## src/rtl/rv16_mem_arbiter.sv

```systemverilog
// rv16_mem_arbiter: shares the single RV16 memory port between the fetch unit
// and the IDE-stage load/store requester. Data has fixed priority over fetch.
// A starvation guard forces a fetch grant after MAX_STARVE consecutive data
// grants while fetch is waiting. Only one transaction is outstanding at a time.
// The granted request is latched and held on the memory bus until i_mem_ready.
//
// Optional feature macro: RV16_ARB_TIMEOUT_EN
//   When defined, an access that sees no i_mem_ready for TIMEOUT cycles is
//   aborted: its done pulses with o_err=1 and rdata=0.
//   When undefined, the arbiter waits indefinitely and o_err is tied to 0.
//
// Ports:
//   clk, rst                      clock (rising edge), async active-high reset
//   i_if_req/i_if_addr            fetch request, held until o_if_done
//   o_if_done/o_if_rdata          fetch completion and data (same cycle as ready)
//   i_d_req/i_d_we/i_d_addr/
//   i_d_wdata/i_d_size            data request, held until o_d_done
//   o_d_done/o_d_rdata            data completion and load data
//   o_err                         completing access was aborted (timeout)
//   o_mem_addr/wdata/read/write/size   memory request, from latched registers
//   i_mem_rdata/i_mem_ready       memory response
//   o_busy                        a transaction is in flight
module rv16_mem_arbiter #(
    parameter int unsigned MAX_STARVE = 4,
    parameter int unsigned TIMEOUT    = 255
) (
    input  logic        clk,
    input  logic        rst,
    input  logic        i_if_req,
    input  logic [31:0] i_if_addr,
    output logic        o_if_done,
    output logic [31:0] o_if_rdata,
    input  logic        i_d_req,
    input  logic        i_d_we,
    input  logic [31:0] i_d_addr,
    input  logic [31:0] i_d_wdata,
    input  logic [2:0]  i_d_size,
    output logic        o_d_done,
    output logic [31:0] o_d_rdata,
    output logic        o_err,
    output logic [31:0] o_mem_addr,
    output logic [31:0] o_mem_wdata,
    output logic        o_mem_read,
    output logic        o_mem_write,
    output logic [2:0]  o_mem_size,
    input  logic [31:0] i_mem_rdata,
    input  logic        i_mem_ready,
    output logic        o_busy
);

    localparam int unsigned STARVE_W = 4;
    localparam int unsigned WAIT_W   = 8;

    // Elaboration-time parameter range guards
    if (MAX_STARVE < 1 || MAX_STARVE > 15) begin : g_bad_max_starve
        $error("rv16_mem_arbiter: MAX_STARVE must be in 1..15");
    end
    if (TIMEOUT < 1 || TIMEOUT > 255) begin : g_bad_timeout
        $error("rv16_mem_arbiter: TIMEOUT must be in 1..255");
    end

    typedef enum logic [1:0] {
        S_IDLE  = 2'd0,
        S_FETCH = 2'd1,
        S_DATA  = 2'd2
    } state_t;

    state_t                r_state;
    state_t                w_state_nxt;
    logic [STARVE_W-1:0]   r_starve_cnt;
    logic [STARVE_W-1:0]   w_starve_nxt;
    logic [31:0]           r_addr;
    logic [31:0]           r_wdata;
    logic [2:0]            r_size;
    logic                  r_we;

    logic                  w_idle;
    logic                  w_active;
    logic                  w_grant_d;
    logic                  w_grant_f;
    logic                  w_complete;
    logic                  w_abort;
    logic                  w_finish;

    // Arbitration: data wins unless fetch has been starved MAX_STARVE times
    assign w_idle    = (r_state == S_IDLE);
    assign w_active  = !w_idle;
    assign w_grant_d = w_idle && i_d_req &&
                       (!i_if_req || (r_starve_cnt < STARVE_W'(MAX_STARVE)));
    assign w_grant_f = w_idle && !w_grant_d && i_if_req;

    assign w_complete = w_active && i_mem_ready;
    assign w_finish   = w_complete || w_abort;

`ifdef RV16_ARB_TIMEOUT_EN
    logic [WAIT_W-1:0] r_wait;

    // Wait counter: cleared on grant, counts active cycles without ready
    always_ff @(posedge clk or posedge rst) begin
        if (rst) begin
            r_wait <= '0;
        end else if (w_grant_d || w_grant_f) begin
            r_wait <= '0;
        end else if (w_active && !i_mem_ready) begin
            r_wait <= r_wait + WAIT_W'(1);
        end
    end

    // Ready on the final allowed cycle still completes normally
    assign w_abort = w_active && !i_mem_ready && (r_wait == WAIT_W'(TIMEOUT - 1));
`else
    assign w_abort = 1'b0;
`endif

    // State, starvation counter and latched request
    always_ff @(posedge clk or posedge rst) begin
        if (rst) begin
            r_state      <= S_IDLE;
            r_starve_cnt <= '0;
            r_addr       <= '0;
            r_wdata      <= '0;
            r_size       <= '0;
            r_we         <= 1'b0;
        end else begin
            r_state      <= w_state_nxt;
            r_starve_cnt <= w_starve_nxt;
            if (w_grant_d) begin
                r_addr  <= i_d_addr;
                r_wdata <= i_d_wdata;
                r_size  <= i_d_size;
                r_we    <= i_d_we;
            end else if (w_grant_f) begin
                r_addr  <= i_if_addr;
                r_wdata <= '0;
                r_size  <= 3'b010;
                r_we    <= 1'b0;
            end
        end
    end

    // Next-state and starvation counter update
    always_comb begin
        w_state_nxt  = r_state;
        w_starve_nxt = r_starve_cnt;
        case (r_state)
            S_IDLE: begin
                if (w_grant_d) begin
                    w_state_nxt = S_DATA;
                    if (i_if_req && (r_starve_cnt != {STARVE_W{1'b1}})) begin
                        w_starve_nxt = r_starve_cnt + STARVE_W'(1);
                    end
                end else if (w_grant_f) begin
                    w_state_nxt  = S_FETCH;
                    w_starve_nxt = '0;
                end
                // No fetch waiting means nothing is being starved
                if (!i_if_req) begin
                    w_starve_nxt = '0;
                end
            end
            S_FETCH, S_DATA: begin
                if (w_finish) begin
                    w_state_nxt = S_IDLE;
                end
            end
            default: begin
                w_state_nxt = S_IDLE;
            end
        endcase
    end

    // Memory bus: strobes only while a transaction is in flight
    assign o_mem_addr  = r_addr;
    assign o_mem_wdata = r_wdata;
    assign o_mem_size  = r_size;
    assign o_mem_read  = w_active && !r_we;
    assign o_mem_write = w_active && r_we;
    assign o_busy      = w_active;

    // Completion is combinational with i_mem_ready (or abort)
    assign o_if_done  = (r_state == S_FETCH) && w_finish;
    assign o_d_done   = (r_state == S_DATA) && w_finish;
    assign o_err      = w_abort;
    assign o_if_rdata = (o_if_done && !w_abort) ? i_mem_rdata : 32'h0;
    assign o_d_rdata  = (o_d_done && !w_abort && !r_we) ? i_mem_rdata : 32'h0;

endmodule

```

## config.mk

```make
export PLATFORM = sky130hd
export DESIGN_NAME = rv16_mem_arbiter
export DESIGN_NICKNAME = d
export VERILOG_FILES = /design/src/rtl/rv16_mem_arbiter.sv
export SDC_FILE = /design/constraint.sdc
export NUM_CORES = 1
export LEC_CHECK = 0
export CORE_MARGIN = 1
export CORE_UTILIZATION = 37
export DETAILED_ROUTE_END_ITERATION = 12
export GPL_TIMING_DRIVEN = 0
export PLACE_DENSITY_LB_ADDON = 0.08
export REMOVE_ABC_BUFFERS = 1
export SYNTH_ARGS = -nofsm -noshare
export SYNTH_HDL_FRONTEND = slang
export SYNTH_SLANG_ARGS = --single-unit
```

## constraint.sdc

```tcl
create_clock -name clk -period 3 [get_ports clk]
set_input_delay 0.9 -clock clk [delete_from_list [all_inputs] [get_ports clk]]
set_output_delay 0.9 -clock clk [all_outputs]
set_load 0.01 [all_outputs]
```

==> results.toml <==
[run_status]
outcome = "finished clean"

[setup_path]
cp.arrival_ns = 2.09
required_ns = 2.10
critPathCaptureType = "output pin"
start_kind = "input pin"
path_max_fanout = 2
timing.rr.start = "r_state[0]$_DFFE_PP0P_"
critical_path_class = "input pin to output pin"
crit_start = "i_mem_rdata[3]"
r2r_slack_ns = 0.60
r2r-end = "o_mem_addr[0]$_DFFE_PP0P_"
rr_worst_depth = 6

[pwr]
power_frac_seq = 0.288
p_int_w = 0.00403
pwr-share-clk = 0.168
power_switching_w = 0.00186
ir_worst_vdd_mv = 0.466
p_leak_nw = 3.73
combPwrFrac = 0.543
swShare = 0.316
powerDensity_mw_per_mm2 = 794

[sta]
maxSlewHeadroom = 0.317
max_freq_mhz = 335
rsz0062_at_grt = "false"
period_share = 0.996
worst_pin_slew_ns = 1.02
fin_tns_setup_ns = 0
worst_hold_slack_ns = 0.483
hold_viol_final = 0
setup_viol = 0
drv_slew = 0
finClkSkew_ns = 0.00529
min_period_ns = 2.99

[clocking]
cts_hold_buf = 0
cts_max_path_buffers = 2
clk_pin_slew_ns = 0.05
cts_buffers = 9
cts_tree = "yes"
clkLatencyLatePin_ns = 0.33
clkSinkCount = 74
htreeDepth = 3
root_buffer = "clkbuf_16"

[floorplan]
ios = 274
die-height_um = 109
initial_core_util = 0.385
num_rows = 38
core_area_sq_mm = 0.0110
die_x_um = 109
dieArea_sq_mm = 0.0119

[grt]
overflow = 0
grt_pass1_vias = 3746
grt_pass1_wl_um = 19900
grt_max_degree = 70
grtUsageTotal = 0.226
antenna_found_initial = 0

[cells_and_area]
antenna_cells = 0
fillerInstances = 848
layout-drive-gt1-share = 0.184
nNetsFinal = 789
areaGrowthSynthToFinish_pct = 75.7

[drt]
routed_via_density = 4.71
drt_pre_antenna_iters = 4
postRouteWirelength_um = 13500
ant_nets = 0
wire_per_inst_um = 17.0
drtIter0Drc = 137
vias = 3731
drc_errors = 0

[synthesis]
syn-instance-count = 367
yosysSeqAreaShare = 0.438
synth_cell_types = 35
synth.cell_area_sq_mm = 0.00423
synth_seq_cells = 74
avgSynthCellArea_sq_um = 11.5
synth-warning-count = 0

[worst_hold_path]
hold_depth = 1
hp-start = "r_starve_cnt[0]$_DFFE_PP0P_"
hp-class = "register to register"
hold_path_end = "r_starve_cnt[0]$_DFFE_PP0P_"

[placement]
place.gp.congestion = 0.711
place_hpwl_um = 9590
io_buffers = 272

[flow_run]
cap_violations = 0
==> routing by layer <==
layer / up-vias / part of all wire / track usage
met1: 1802 / 0.36 / 0.236
met2: 163 / 0.53 / 0.410
met5: - / 0 / 0
met3: 20 / 0.088 / 0.0759
li1: 1746 / - / -
met4: 0 / 0.024 / 0.0985
==> synth_stat cells, drive strengths merged <==
library cell / n / area [sq um]
nor2b: 4 / 25.0
inv: 40 / 150
a211oi: 1 / 7.51
nand2: 37 / 146
and2b: 1 / 7.51
conb: 1 / 3.75
mux2i: 37 / 370
or2b: 1 / 7.51
mux2: 65 / 957
nand3: 2 / 15.0
nor2: 1 / 3.75
nand2b: 1 / 6.26
ha: 4 / 50.1
o21ai: 2 / 13.8
and3: 1 / 6.26
and3b: 1 / 8.76
nand4: 1 / 6.26
clkbuf: 6 / 22.5
nor4bb: 1 / 10.0
buf: 17 / 121
a21o: 1 / 7.51
nand3b: 1 / 7.51
a21oi: 1 / 5.00
o21a: 1 / 7.51
and2: 64 / 400
o22ai: 1 / 6.26
dfrtp: 74 / 1850
==> worst max-delay path by stage <==
stage / end / slack (ns) / cells after the start
after global placement: o_mem_size[1]$_DFFE_PP0P_ / -1.58 / 4
final: o_if_rdata[3] / 0.01 / 3
after detailed placement: o_d_rdata[3] / -0.87 / 5
after floorplan: o_mem_size[1]$_DFFE_PP0P_ / -0.27 / 3
after CTS: o_d_rdata[9] / 0.005 / 5
after global routing: o_d_rdata[27] / 0.002 / 6
==> area by class of cell <==
class | instances | area, sq um | share of cell area
timing repair buffer | 289 | 2830 | 0.381
clock inverter | 3 | 15.0 | 0.00202
clock buffer | 12 | 256 | 0.0345
multi-input combinational | 234 | 2150 | 0.289
inverter | 40 | 153 | 0.0206
tap | 140 | 175 | 0.0236
sequential | 74 | 1850 | 0.249
==> through the flow <==
| stage | utilization | setup slack [ns] | total power [W] | instances | instance area (sq um) |
|---|---|---|---|---|---|
| after floorplan | - | -0.272 | 0.00337 | 344 | 4080 |
| after global placement | 0.635 | -1.58 | 0.00482 | 756 | 6980 |
| after detailed placement | 0.641 | -0.875 | 0.00484 | 758 | 7040 |
| after CTS | 0.675 | 0.00460 | 0.00595 | 791 | 7410 |
| after global routing | 0.676 | 0.00151 | 0.00624 | 792 | 7430 |
| final | 0.676 | 0.0122 | 0.00590 | 792 | 7430 |
==> what timing repair did <==
item                                   CTS  global route
buffers inserted                        14             1
resized for setup                       88             7
gates cloned                             4             0
setup endpoints to repair               66            37
endpoints found under the hold margin    0             0
pin swaps                                3             1
==> kinds of logic (layout without fill, tap and decap cells) <==
kind of cell,Yosys count,count (layout),share of synthesized area
fa+ha+maj,4,4,0.0118
buf+inv,63,344,0.0696
simple gates,116,120,0.154
other cells,1,1,0.000888
flops,74,74,0.438
compound gates,7,7,0.0113
mux,102,102,0.314
==> critical path, cell delays in order <==
cell,delay (ns)
clkdlybuf4s50_1,0.48
and2_1,0.13
clkdlybuf4s50_1,0.58
==> registers in the layout, summed over array words and instances, names as in the netlist <==
signal        flops
o_mem_addr       32
o_mem_wdata      32
r_we              1
r_starve_cnt      4
o_mem_size        3
r_state           2
==> power groups by stage <==
stage / Combinational (W) / Sequential (W) / Clock [W]
2_1_floorplan: 0.00148 / 0.00189 / 0
3_3_place_gp: 0.00314 / 0.00168 / 0
3_5_place_dp: 0.00314 / 0.00170 / 0
4_1_cts: 0.00324 / 0.00170 / 0.00101
5_1_grt: 0.00342 / 0.00176 / 0.00106
6_report: 0.00320 / 0.00170 / 0.000993
==> layout by cell type (no fill, tap or decap), types with 2 or more instances in the layout <==
cell               n
clkdlybuf4s50_1  234
dfrtp_1           74
and2_1            64
mux2_4            60
inv_1             38
mux2i_1           37
nand2_1           36
dlygate4sd2_1     15
buf_4             14
buf_2             11
clkbuf_16          9
clkdlybuf4s15_1    9
nor2b_1            4
mux2_2             4
ha_1               3
clkinv_2           3
and2b_4            2
and3_4             2
clkbuf_8           2
and2b_2            2
buf_12             2
dlymetal6s2s_1     2
(Power assumes the default switching activity.)
